### config.mk
export PLATFORM = sky130hd
export DESIGN_NAME = inst_fetch_unit
export DESIGN_NICKNAME = d
export VERILOG_FILES = /design/src/rtl/inst_fetch_unit.sv
export SDC_FILE = /design/constraint.sdc
export NUM_CORES = 1
export LEC_CHECK = 0
export ABC_AREA = 1
export CAP_MARGIN = 30
export CORE_MARGIN = 2
export CORE_UTILIZATION = 31
export CTS_BUF_LIST = sky130_fd_sc_hd__clkbuf_2
export CTS_CLUSTER_DIAMETER = 40
export CTS_CLUSTER_SIZE = 16
export DETAILED_ROUTE_END_ITERATION = 6
export PLACE_DENSITY = 0.59
export SLEW_MARGIN = 10
export SYNTH_ARGS = -nofsm -noshare
export SYNTH_HDL_FRONTEND = slang
export SYNTH_SLANG_ARGS = --single-unit
### constraint.sdc
create_clock -name clk -period 1.8 [get_ports clk]
set_clock_uncertainty 0.15 [all_clocks]
set_input_delay 0.27 -clock clk [delete_from_list [all_inputs] [get_ports clk]]
set_output_delay 0.27 -clock clk [all_outputs]
set_load 0.01 [all_outputs]
### src/rtl/inst_fetch_unit.sv
// Fetch stage: owns the PC, addresses the combinational instruction ROM and
// loads the IF/ID register, with stall, EX redirect, early jump and halt/resume.
module inst_fetch_unit #(
    parameter logic [31:0] RESET_PC   = 32'h0000_0000,
    parameter int          EARLY_JUMP = 1
) (
    input  logic        clk,
    input  logic        rst,
    output logic [31:0] Addr,
    input  logic [31:0] INST,
    input  logic        stall,
    input  logic        br_taken,
    input  logic [31:0] br_target,
    input  logic        halt_req,
    input  logic        resume,
    output logic [31:0] if_id_inst,
    output logic [31:0] if_id_pc,
    output logic [31:0] if_id_pc_plus4,
    output logic        if_id_valid,
    output logic        halted,
    output logic [31:0] fetch_count
);

    typedef enum logic {RUN, HALTED} state_t;

    typedef struct packed {
        logic [31:0] inst;
        logic [31:0] pc;
        logic [31:0] pc_plus4;
        logic        valid;
    } if_id_t;

    localparam logic [5:0] OP_J = 6'b000010;

    state_t      state;
    if_id_t      if_id;
    logic [31:0] pc;
    logic [31:0] fcnt;
    logic        halted_q;

    logic [31:0] pc_plus4;
    logic [31:0] br_pc;
    logic [31:0] seq_pc;
    logic        is_jump;
    logic        unused_ok;

    assign pc_plus4  = pc + 32'd4;
    assign br_pc     = {br_target[31:2], 2'b00};
    assign is_jump   = (EARLY_JUMP != 0) && (INST[31:26] == OP_J);
    // Jump target keeps the region bits of the delay-slot address.
    assign seq_pc    = is_jump ? {pc_plus4[31:28], INST[25:0], 2'b00} : pc_plus4;
    assign unused_ok = ^{br_target[1:0], pc[1:0]};

    always_ff @(posedge clk) begin
        if (rst) begin
            state    <= RUN;
            pc       <= {RESET_PC[31:2], 2'b00};
            if_id    <= '0;
            fcnt     <= '0;
            halted_q <= 1'b0;
        end else begin
            case (state)
                RUN: begin
                    if (br_taken) begin
                        // Redirect wins over stall and halt; IF/ID pc fields hold.
                        pc          <= br_pc;
                        if_id.inst  <= '0;
                        if_id.valid <= 1'b0;
                    end else if (halt_req) begin
                        state       <= HALTED;
                        halted_q    <= 1'b1;
                        if_id.inst  <= '0;
                        if_id.valid <= 1'b0;
                    end else if (!stall) begin
                        if_id.inst     <= INST;
                        if_id.pc       <= pc;
                        if_id.pc_plus4 <= pc_plus4;
                        if_id.valid    <= 1'b1;
                        fcnt           <= fcnt + 32'd1;
                        pc             <= seq_pc;
                    end
                end
                HALTED: begin
                    if_id.inst  <= '0;
                    if_id.valid <= 1'b0;
                    if (br_taken) pc <= br_pc;
                    if (resume) begin
                        state    <= RUN;
                        halted_q <= 1'b0;
                    end
                end
                default: state <= RUN;
            endcase
        end
    end

    assign Addr           = {pc[31:2], 2'b00};
    assign if_id_inst     = if_id.inst;
    assign if_id_pc       = if_id.pc;
    assign if_id_pc_plus4 = if_id.pc_plus4;
    assign if_id_valid    = if_id.valid;
    assign halted         = halted_q;
    assign fetch_count    = fcnt;

endmodule

==> results of run 1 <==
-- worst reg2reg max path, delay by kind of cell (launching register included) --
kind                   cells  cell delay, ns
flip-flops                 1            0.45
XOR/XNOR                   1            0.23
buffers and inverters      1            0.15
AO/OA/AOI/OAI              1            0.05
AND/OR/NAND/NOR            5            0.67
-- registers in the layout, summed over array words and instances (netlist names) --
register,flops
fetch_count,32
halted,1
if_id_inst,32
if_id_pc,30
if_id_pc_plus4,30
if_id_valid,1
pc,30
state,1
-- synthesized netlist by cell type, drive strengths merged --
library cell	n
xnor2	5
o21ai	87
nor3	3
or2	4
a21oi	145
buf	25
nand4	6
o21a	1
nor2	169
xor2	7
conb	1
clkbuf	34
nand3	70
ha	2
o211ai	27
and2	1
o21bai	1
nand2	283
o31ai	1
nand3b	6
inv	85
and3	1
dfxtp	157
clkinv	2
-- through the flow --
stage                      util  instances  setup TNS, ns  hold WS (ns)
after CTS                 0.484       1838         -0.165       0.00152
after global placement    0.444       1699         -21.42         0.298
after floorplan               -       1128              0         0.267
after global routing      0.515       1860          -2.76       0.00220
after detailed placement  0.444       1699         -25.87         0.303
final                     0.515       1860              0        0.0590
-- routing by layer --
layer	vias to the layer above	GRT usage	share of wire
li1	4449	-	-
met1	4211	0.271	0.40
met2	320	0.404	0.50
met3	50	0.0517	0.067
met4	2	0.0876	0.032
met5	-	0	0.00036
-- power breakdown --
part	switching, uW	internal (uW)
clock network	1460	676
registers	129	3630
logic	791	823
total	2370	5130
-- cells by family (layout without fill, tap and decap cells) --
kind of cell / Yosys count / after routing / synth area share
adder cells (fa/ha/maj): 2 / 2 / 0.00331
XOR/XNOR: 12 / 12 / 0.0139
AND/OR/NAND/NOR: 543 / 543 / 0.302
flip-flops: 157 / 157 / 0.416
buffers and inverters: 146 / 553 / 0.0798
other: 1 / 7 / 0.000496
AO/OA/AOI/OAI: 262 / 262 / 0.185
-- cell type report --
type                       count  area [um^2]  share of cell area
sequential                   157         3420               0.275
inverter                      87          332              0.0267
clock inverter                14          158              0.0127
timing repair buffer         434         3950               0.318
tap                          324          405              0.0327
antenna                        1         2.50            0.000202
clock buffer                  18         90.1             0.00726
multi-input combinational    825         4060               0.327
-- what timing repair did --
action                                  4_1_cts  5_1_grt
endpoints found under the hold margin       157        4
resized for setup                           824      180
buffers inserted                             67       17
hold buffers                                 55        4
endpoints found under the setup margin      169      175
pin swaps                                     0        7
-- worst min-delay path by stage --
stage	from	depth (start not counted)	slack, ns	to
after global routing	br_target[13]	3	0.002	pc[13]$_SDFFE_PP0P_
after floorplan	INST[10]	2	0.27	if_id_inst[10]$_SDFFE_PP0P_
after detailed placement	if_id_inst[9]$_SDFFE_PP0P_	2	0.30	if_id_inst[9]$_SDFFE_PP0P_
after CTS	INST[6]	3	0.002	if_id_inst[6]$_SDFFE_PP0P_
final	br_target[29]	5	0.06	pc[29]$_SDFFE_PP0P_
after global placement	if_id_inst[17]$_SDFFE_PP0P_	2	0.30	if_id_inst[17]$_SDFFE_PP0P_
==> flow_metrics.py, run 1 <==
metrics = {
    "status": {
        "outcome": "completed",
    },
    "critical_path": {
        "setup.worst_path.start_class": "register",
        "crit_fanout": 5,
        "cpMaxStageDelayCell": "dfxtp_4",
        "critPathLaunch": "pc[4]$_SDFFE_PP0P_",
        "worst_ep_arrival_time_ns": 2.28,
        "end_kind": "register",
        "rr_startpoint": "pc[4]$_SDFFE_PP0P_",
        "worstPathCellList": "buf_4 -> nand2_1 -> nor2_2 -> nand3_1 -> xor2_2 -> nand2_1 -> nand2_1 -> a21oi_1",
        "rr_endpoint": "pc[12]$_SDFFE_PP0P_",
        "critical_path_depth": 8,
        "crit_end": "pc[12]$_SDFFE_PP0P_",
        "criticalPathCategory": "register to register",
        "r2r.worst_path.cells": 8,
        "critPathMaxStageDelay_ns": 0.45,
        "cpMostUsedCell": "nand2_1",
        "crit_required_ns": 2.28,
        "critPathBufInv": 1,
        "crit_family": "simple AND/OR/NAND/NOR gates",
        "rrSetupSlack_ns": 0.002,
    },
    "placed_design": {
        "dp_slack_ns": -0.266,
        "gp_congestion": 0.926,
        "postPlaceCellArea_mm2": 0.0107,
        "dp_hpwl_mm": 21.4,
        "port_buffers": 223,
    },
    "floorplanning": {
        "die_y_um": 160,
        "die_w_um": 160,
        "rows": 57,
        "core_mm2": 0.0241,
        "die_area_mm2": 0.0256,
        "ios": 232,
        "start_util": 0.313,
    },
    "layout": {
        "fill_cells": 2467,
        "areaGrowthSynthToFinish_pct": 64.3,
        "layout.nets": 1594,
        "final_cell_mix": "272 x nand2_1, 142 x a21oi_1, 130 x buf_4",
        "mostFrequentLayoutCell": "nand2_1",
        "drive_gt1_frac": 0.378,
        "final_area_mm2": 0.0124,
    },
    "route": {
        "routed_wl_mm": 30.4,
        "wire_per_inst_um": 16.3,
        "drc": 0,
        "firstDrtPassIters": 6,
        "detail-route-antenna-nets": 0,
        "viasPerCell": 4.86,
        "drtIter0Drc": 575,
        "vias": 9032,
    },
    "sta": {
        "min_period_ns": 1.80,
        "period_share": 0.999,
        "fmax_ghz": 0.556,
        "timing_hold_violations_final": 0,
        "report.final.slew_viol_count": 0,
        "setup_slack_ns": 0.00184,
        "rsz0062_at_grt": "yes",
        "finalSetupViolCount": 0,
    },
    "synth": {
        "ys_ff_latch": 157,
        "syn_area_mm2": 0.00756,
        "synth_top_cell_by_area": "dfxtp_1",
        "ys_top_cells_by_area": "dfxtp_1 42%, nand2_1 14%, a21oi_1 9.5%, nor2_1 7.8%, nand3_1 4.6%",
        "synthCells": 1123,
        "yosysSeqAreaShare": 0.416,
        "syn_area_per_cell_um2": 6.73,
        "yosys.area.top_type_share": 0.416,
        "synth_warnings": 0,
        "synth_cell_types": 37,
    },
    "global_route": {
        "grt_max_degree": 69,
        "grt_usage": 0.229,
        "grt_pass1_vias": 8743,
        "antenna_found_initial": 2,
        "grt_first_pass_wirelength_mm": 46.4,
        "grt_overflow_total": 0,
    },
    "clocking": {
        "clk_latency_ns": 0.75,
        "cts_tree": "done",
        "cts.clk_slew.worst_paths_ns": 0.25,
        "cts-root-buf": "clkbuf_2",
        "cts_buffer_depth": 2,
        "h-tree-depth": 4,
        "cts_buffers": 17,
        "clock_sinks": 157,
    },
    "flow_run": {
        "maxCapViolations": 0,
    },
    "pwr": {
        "finalPower_uw": 7500,
        "power_leakage_uw": 0.00523,
        "power.density_mw_per_mm2": 604,
        "ir_worst_vdd_mv": 0.342,
    },
    "hold_path": {
        "hp-class": "input port to register",
    },
}
No activity file was read; power rests on OpenSTA's default activity.
==> run 2: changes to the inputs <==
Settings changed: GPL_TIMING_DRIVEN set to 0.
==> flow_metrics.py, run 2 (synthesis results as in run 1) <==
metrics = {
    "global_route": {
        "grt_overflow_total": 0,
        "grt_max_degree": 17,
        "antenna_found_initial": 1,
        "grt_first_pass_wirelength_mm": 49.0,
        "grt_usage": 0.248,
        "grt_pass1_vias": 8633,
    },
    "floorplanning": {
        "die_area_mm2": 0.0256,
        "die_y_um": 160,
        "die_w_um": 160,
        "ios": 232,
        "start_util": 0.313,
        "rows": 57,
        "core_mm2": 0.0241,
    },
    "hold_path": {
        "hp-class": "input port to register",
    },
    "critical_path": {
        "end_kind": "primary output",
        "critPathMaxStageDelay_ns": 0.42,
        "worstPathCellList": "buf_12 -> buf_6",
        "crit_required_ns": 1.38,
        "cpMaxStageDelayCell": "dfxtp_4",
        "worst_ep_arrival_time_ns": 1.43,
        "criticalPathCategory": "register to primary output",
        "setup.worst_path.start_class": "register",
        "crit_fanout": 2,
    },
    "layout": {
        "mostFrequentLayoutCell": "nand2_1",
        "drive_gt1_frac": 0.371,
        "ff_latch_area_mm2": 0.00344,
        "fill_cells": 2552,
        "fin_cells": 1843,
        "areaGrowthSynthToFinish_pct": 58.3,
        "layout.nets": 1577,
        "multi_input_area_mm2": 0.00424,
        "final_cell_mix": "255 x nand2_1, 144 x a21oi_1, 116 x nor2_1",
    },
    "placed_design": {
        "port_buffers": 223,
        "dp_slack_ns": -0.734,
        "dp.cells": 1675,
        "gp_congestion": 0.904,
        "dp_hpwl_mm": 23.6,
    },
    "route": {
        "viasPerCell": 4.94,
        "detail-route-antenna-nets": 0,
        "firstDrtPassIters": 5,
        "vias": 9113,
        "drc": 0,
        "routed_wl_mm": 32.9,
        "drtIter0Drc": 560,
        "wire_per_inst_um": 17.8,
    },
    "clocking": {
        "cts_buffer_depth": 2,
        "cts-root-buf": "clkbuf_2",
        "h-tree-depth": 4,
        "cts.clk_slew.worst_paths_ns": 0.27,
        "cts_buffers": 17,
        "clock_sinks": 157,
        "clk_latency_ns": 0.77,
        "cts_tree": "done",
    },
    "sta": {
        "finalSetupViolCount": 3,
        "period_share": 1.03,
        "rsz0062_at_grt": "yes",
        "tightest_slew_ns": 0.763,
        "fmax_ghz": 0.541,
        "max_slew_margin": 0.491,
        "setup_slack_ns": -0.0471,
        "tns_ns": -0.109,
        "min_period_ns": 1.85,
        "report.final.slew_viol_count": 0,
        "timing_hold_violations_final": 0,
    },
    "status": {
        "failed_checks": "negative setup slack",
        "outcome": "finished with violations",
    },
    "flow_run": {
        "maxCapViolations": 0,
    },
    "pwr": {
        "power_leakage_uw": 0.00501,
        "power.density_mw_per_mm2": 612,
        "ir_worst_vdd_mv": 0.315,
    },
}
==> run 2: cell types whose count changed in the layout (fill, tap and decap cells not counted), sizes merged <==
cell,change
buf,-48
clkbuf,+31
dlygate4sd3,-2
bufinv,-1
clkdlybuf4s50,+1
clkinv,+1
clkinvlp,+1
==> run 2: worst max-delay path: cells and delay by family (launching register included) <==
family	cells	cell delay (ns)
flops	1	0.42
buf+inv	2	0.23
==> run 2: cell type report <==
| cell class | count | share of cell area |
|---|---|---|
| sequential | 157 | 0.288 |
| tap | 324 | 0.0339 |
| inverter | 87 | 0.0278 |
| timing repair buffer | 358 | 0.250 |
| buffer | 59 | 0.0254 |
| clock inverter | 15 | 0.0129 |
| clock buffer | 17 | 0.00711 |
| multi-input combinational | 825 | 0.354 |
| antenna | 1 | 0.000209 |
==> run 2: final timing paths <==
| kind | endpoint | from | cells after the start | slack (ns) |
|---|---|---|---|---|
| setup reg to reg | pc[28]$_SDFFE_PP0P_ | pc[11]$_SDFFE_PP0P_ | 9 | 0.05 |
| hold / removal | pc[13]$_SDFFE_PP0P_ | br_target[13] | 3 | 0.05 |
| hold reg to reg | if_id_inst[7]$_SDFFE_PP0P_ | if_id_inst[7]$_SDFFE_PP0P_ | 2 | 0.33 |
| setup / recovery | Addr[5] | pc[5]$_SDFFE_PP0P_ | 2 | -0.05 |
==> run 2: through the flow <==
step	cell area, um^2	util	hold WS [ns]	power, uW
global route	12000	0.496	0.0123	7630
CTS	11200	0.464	0.00320	7220
finish	12000	0.496	0.0474	7320
detailed placement	10200	0.424	0.305	5090
global placement	10200	0.424	0.297	5080
floorplan	7570	-	0.267	4360
==> run 2: report_power, final <==
part | leakage [uW] | internal, uW | switching (uW) | total, uW
Sequential | 0.00136 | 3620 | 128 | 3750
Combinational | 0.00351 | 694 | 827 | 1520
Clock | 0.000137 | 553 | 1490 | 2050
==> run 2: routing by layer <==
layer / routed length [um] / part of all wire / track usage
met5: 0 / 0 / 0
met4: 1370 / 0.042 / 0.0979
met3: 2130 / 0.065 / 0.0512
met2: 15900 / 0.48 / 0.430
met1: 13500 / 0.41 / 0.301
==> run 2: what timing repair did <==
item | CTS | global route
pin swaps | 5 | 22
setup endpoints to repair | 268 | 181
setup buffers | 67 | 11
gates cloned | 0 | 0
endpoints found under the hold margin | 57 | 1
gates resized for setup | 866 | 173
hold buffers | 56 | 1
==> run 3: changes to the inputs <==
--- a/constraint.sdc
+++ b/constraint.sdc
@@ -4,2 +4,2 @@
 set_output_delay 0.27 -clock clk [all_outputs]
-set_load 0.01 [all_outputs]
+set_load 0.05 [all_outputs]
==> flow_metrics.py, run 3 (synthesis results as in run 1) <==
metrics = {
    "status": {
        "outcome": "finished with violations",
        "failed_checks": "negative setup slack",
    },
    "sta": {
        "tns_ns": -0.0326,
        "max_slew_margin": 0.463,
        "period_share": 1.01,
        "tightest_slew_ns": 0.805,
        "timing_hold_violations_final": 0,
        "finalSetupViolCount": 5,
        "min_period_ns": 1.82,
        "setup_slack_ns": -0.0152,
        "report.final.slew_viol_count": 0,
        "fmax_ghz": 0.551,
        "rsz0062_at_grt": "yes",
    },
    "placed_design": {
        "port_buffers": 223,
        "gp_congestion": 0.903,
        "dp_slack_ns": -0.751,
        "dp_hpwl_mm": 23.7,
    },
    "global_route": {
        "grt_usage": 0.248,
        "grt_max_degree": 17,
        "grt_first_pass_wirelength_mm": 49.1,
        "grt_pass1_vias": 8876,
        "antenna_found_initial": 3,
        "grt_overflow_total": 0,
    },
    "route": {
        "detail-route-antenna-nets": 0,
        "wire_per_inst_um": 17.6,
        "drtIter0Drc": 582,
        "vias": 9010,
        "drc": 0,
        "viasPerCell": 4.88,
        "firstDrtPassIters": 6,
        "routed_wl_mm": 32.4,
    },
    "floorplanning": {
        "start_util": 0.313,
        "die_y_um": 160,
        "ios": 232,
        "die_area_mm2": 0.0256,
        "core_mm2": 0.0241,
        "die_w_um": 160,
        "rows": 57,
    },
    "clocking": {
        "cts_buffers": 17,
        "clock_sinks": 157,
        "cts.clk_slew.worst_paths_ns": 0.28,
        "clk_latency_ns": 0.78,
        "h-tree-depth": 4,
        "cts_tree": "done",
        "cts_buffer_depth": 2,
        "cts-root-buf": "clkbuf_2",
    },
    "layout": {
        "final_cell_mix": "272 x nand2_1, 143 x a21oi_1, 124 x nor2_1",
        "ff_latch_area_mm2": 0.00345,
        "mostFrequentLayoutCell": "nand2_1",
        "drive_gt1_frac": 0.347,
        "post-route-util": 0.532,
        "layout.nets": 1577,
        "multi_input_area_mm2": 0.00404,
        "fill_cells": 2331,
        "areaGrowthSynthToFinish_pct": 69.7,
    },
    "critical_path": {
        "crit_family": "flip-flops",
        "crit_required_ns": 1.38,
        "cpMaxStageDelayCell": "dfxtp_4",
        "worst_ep_arrival_time_ns": 1.40,
        "rrSetupSlack_ns": 0.01,
        "r2r.worst_path.cells": 9,
        "rr_endpoint": "pc[23]$_SDFFE_PP0P_",
        "crit_fanout": 5,
        "rr_startpoint": "pc[21]$_SDFFE_PP0P_",
        "worstPathCellList": "buf_8",
        "critPathMaxStageDelay_ns": 0.46,
        "setup.worst_path.start_class": "register",
        "critPathBufInv": 1,
        "criticalPathCategory": "register to primary output",
        "end_kind": "primary output",
    },
    "hold_path": {
        "holdCritStartpoint": "br_target[30]",
        "whs_path_depth": 5,
        "whs_endpoint": "pc[30]$_SDFFE_PP0P_",
        "hp-class": "input port to register",
    },
    "pwr": {
        "ir_worst_vdd_mv": 0.350,
        "power_leakage_uw": 0.00517,
        "power.density_mw_per_mm2": 628,
        "finalPower_uw": 8050,
    },
    "flow_run": {
        "maxCapViolations": 0,
    },
}
run 3: worst max path at each step:
| stage | cells after the start | slack (ns) | startpoint | to |
|---|---|---|---|---|
| 2_1_floorplan | 9 | 0.007 | fetch_count[9]$_SDFFE_PP0P_ | fetch_count[24]$_SDFFE_PP0P_ |
| 3_3_place_gp | 6 | -0.71 | rst | fetch_count[1]$_SDFFE_PP0P_ |
| 3_5_place_dp | 6 | -0.75 | rst | if_id_pc_plus4[2]$_SDFFE_PP0P_ |
| 4_1_cts | 1 | -0.08 | pc[19]$_SDFFE_PP0P_ | Addr[19] |
| 5_1_grt | 9 | -0.11 | pc[8]$_SDFFE_PP0P_ | pc[23]$_SDFFE_PP0P_ |
| 6_report | 1 | -0.02 | pc[11]$_SDFFE_PP0P_ | Addr[11] |
run 3: cell type report:
cell class,count,share of cell area
Multi-Input combinational cell,825,0.315
Timing Repair Buffer,358,0.315
Tap cell,324,0.0316
Clock inverter,14,0.0123
Antenna cell,3,0.000585
Inverter,87,0.0259
Sequential cell,157,0.269
Clock buffer,18,0.00702
Buffer,59,0.0237
run 3: report_power, final:
| part | total (uW) | internal (uW) | switching [uW] | leakage [uW] |
|---|---|---|---|---|
| clock network | 2130 | 675 | 1460 | 0.000143 |
| registers | 3810 | 3620 | 190 | 0.00136 |
| logic | 2110 | 883 | 1220 | 0.00367 |
| total | 8050 | 5180 | 2870 | 0.00517 |
run 3: what timing repair did:
action | in CTS | in global routing
setup endpoints to repair | 259 | 269
pin swaps | 3 | 11
resized for setup | 1302 | 175
setup buffers | 60 | 16
hold buffers | 58 | 1
hold endpoints to repair | 59 | 1
run 3: layer usage:
metal | global-route usage | up-vias | part of all wire
li1 | - | 4432 | -
met1 | 0.301 | 4135 | 0.41
met2 | 0.421 | 371 | 0.48
met3 | 0.0670 | 72 | 0.080
met4 | 0.0950 | 0 | 0.036
met5 | 0 | - | 0
run 3: metrics by stage:
stage / hold slack [ns] / instance area (um^2) / std cells
final: 0.0410 / 12800 / 1845
after floorplan: 0.267 / 7600 / 1128
after global routing: 0.0419 / 12800 / 1844
after CTS: 0.00732 / 12200 / 1825
after global placement: 0.297 / 10200 / 1675
after detailed placement: 0.301 / 10200 / 1675
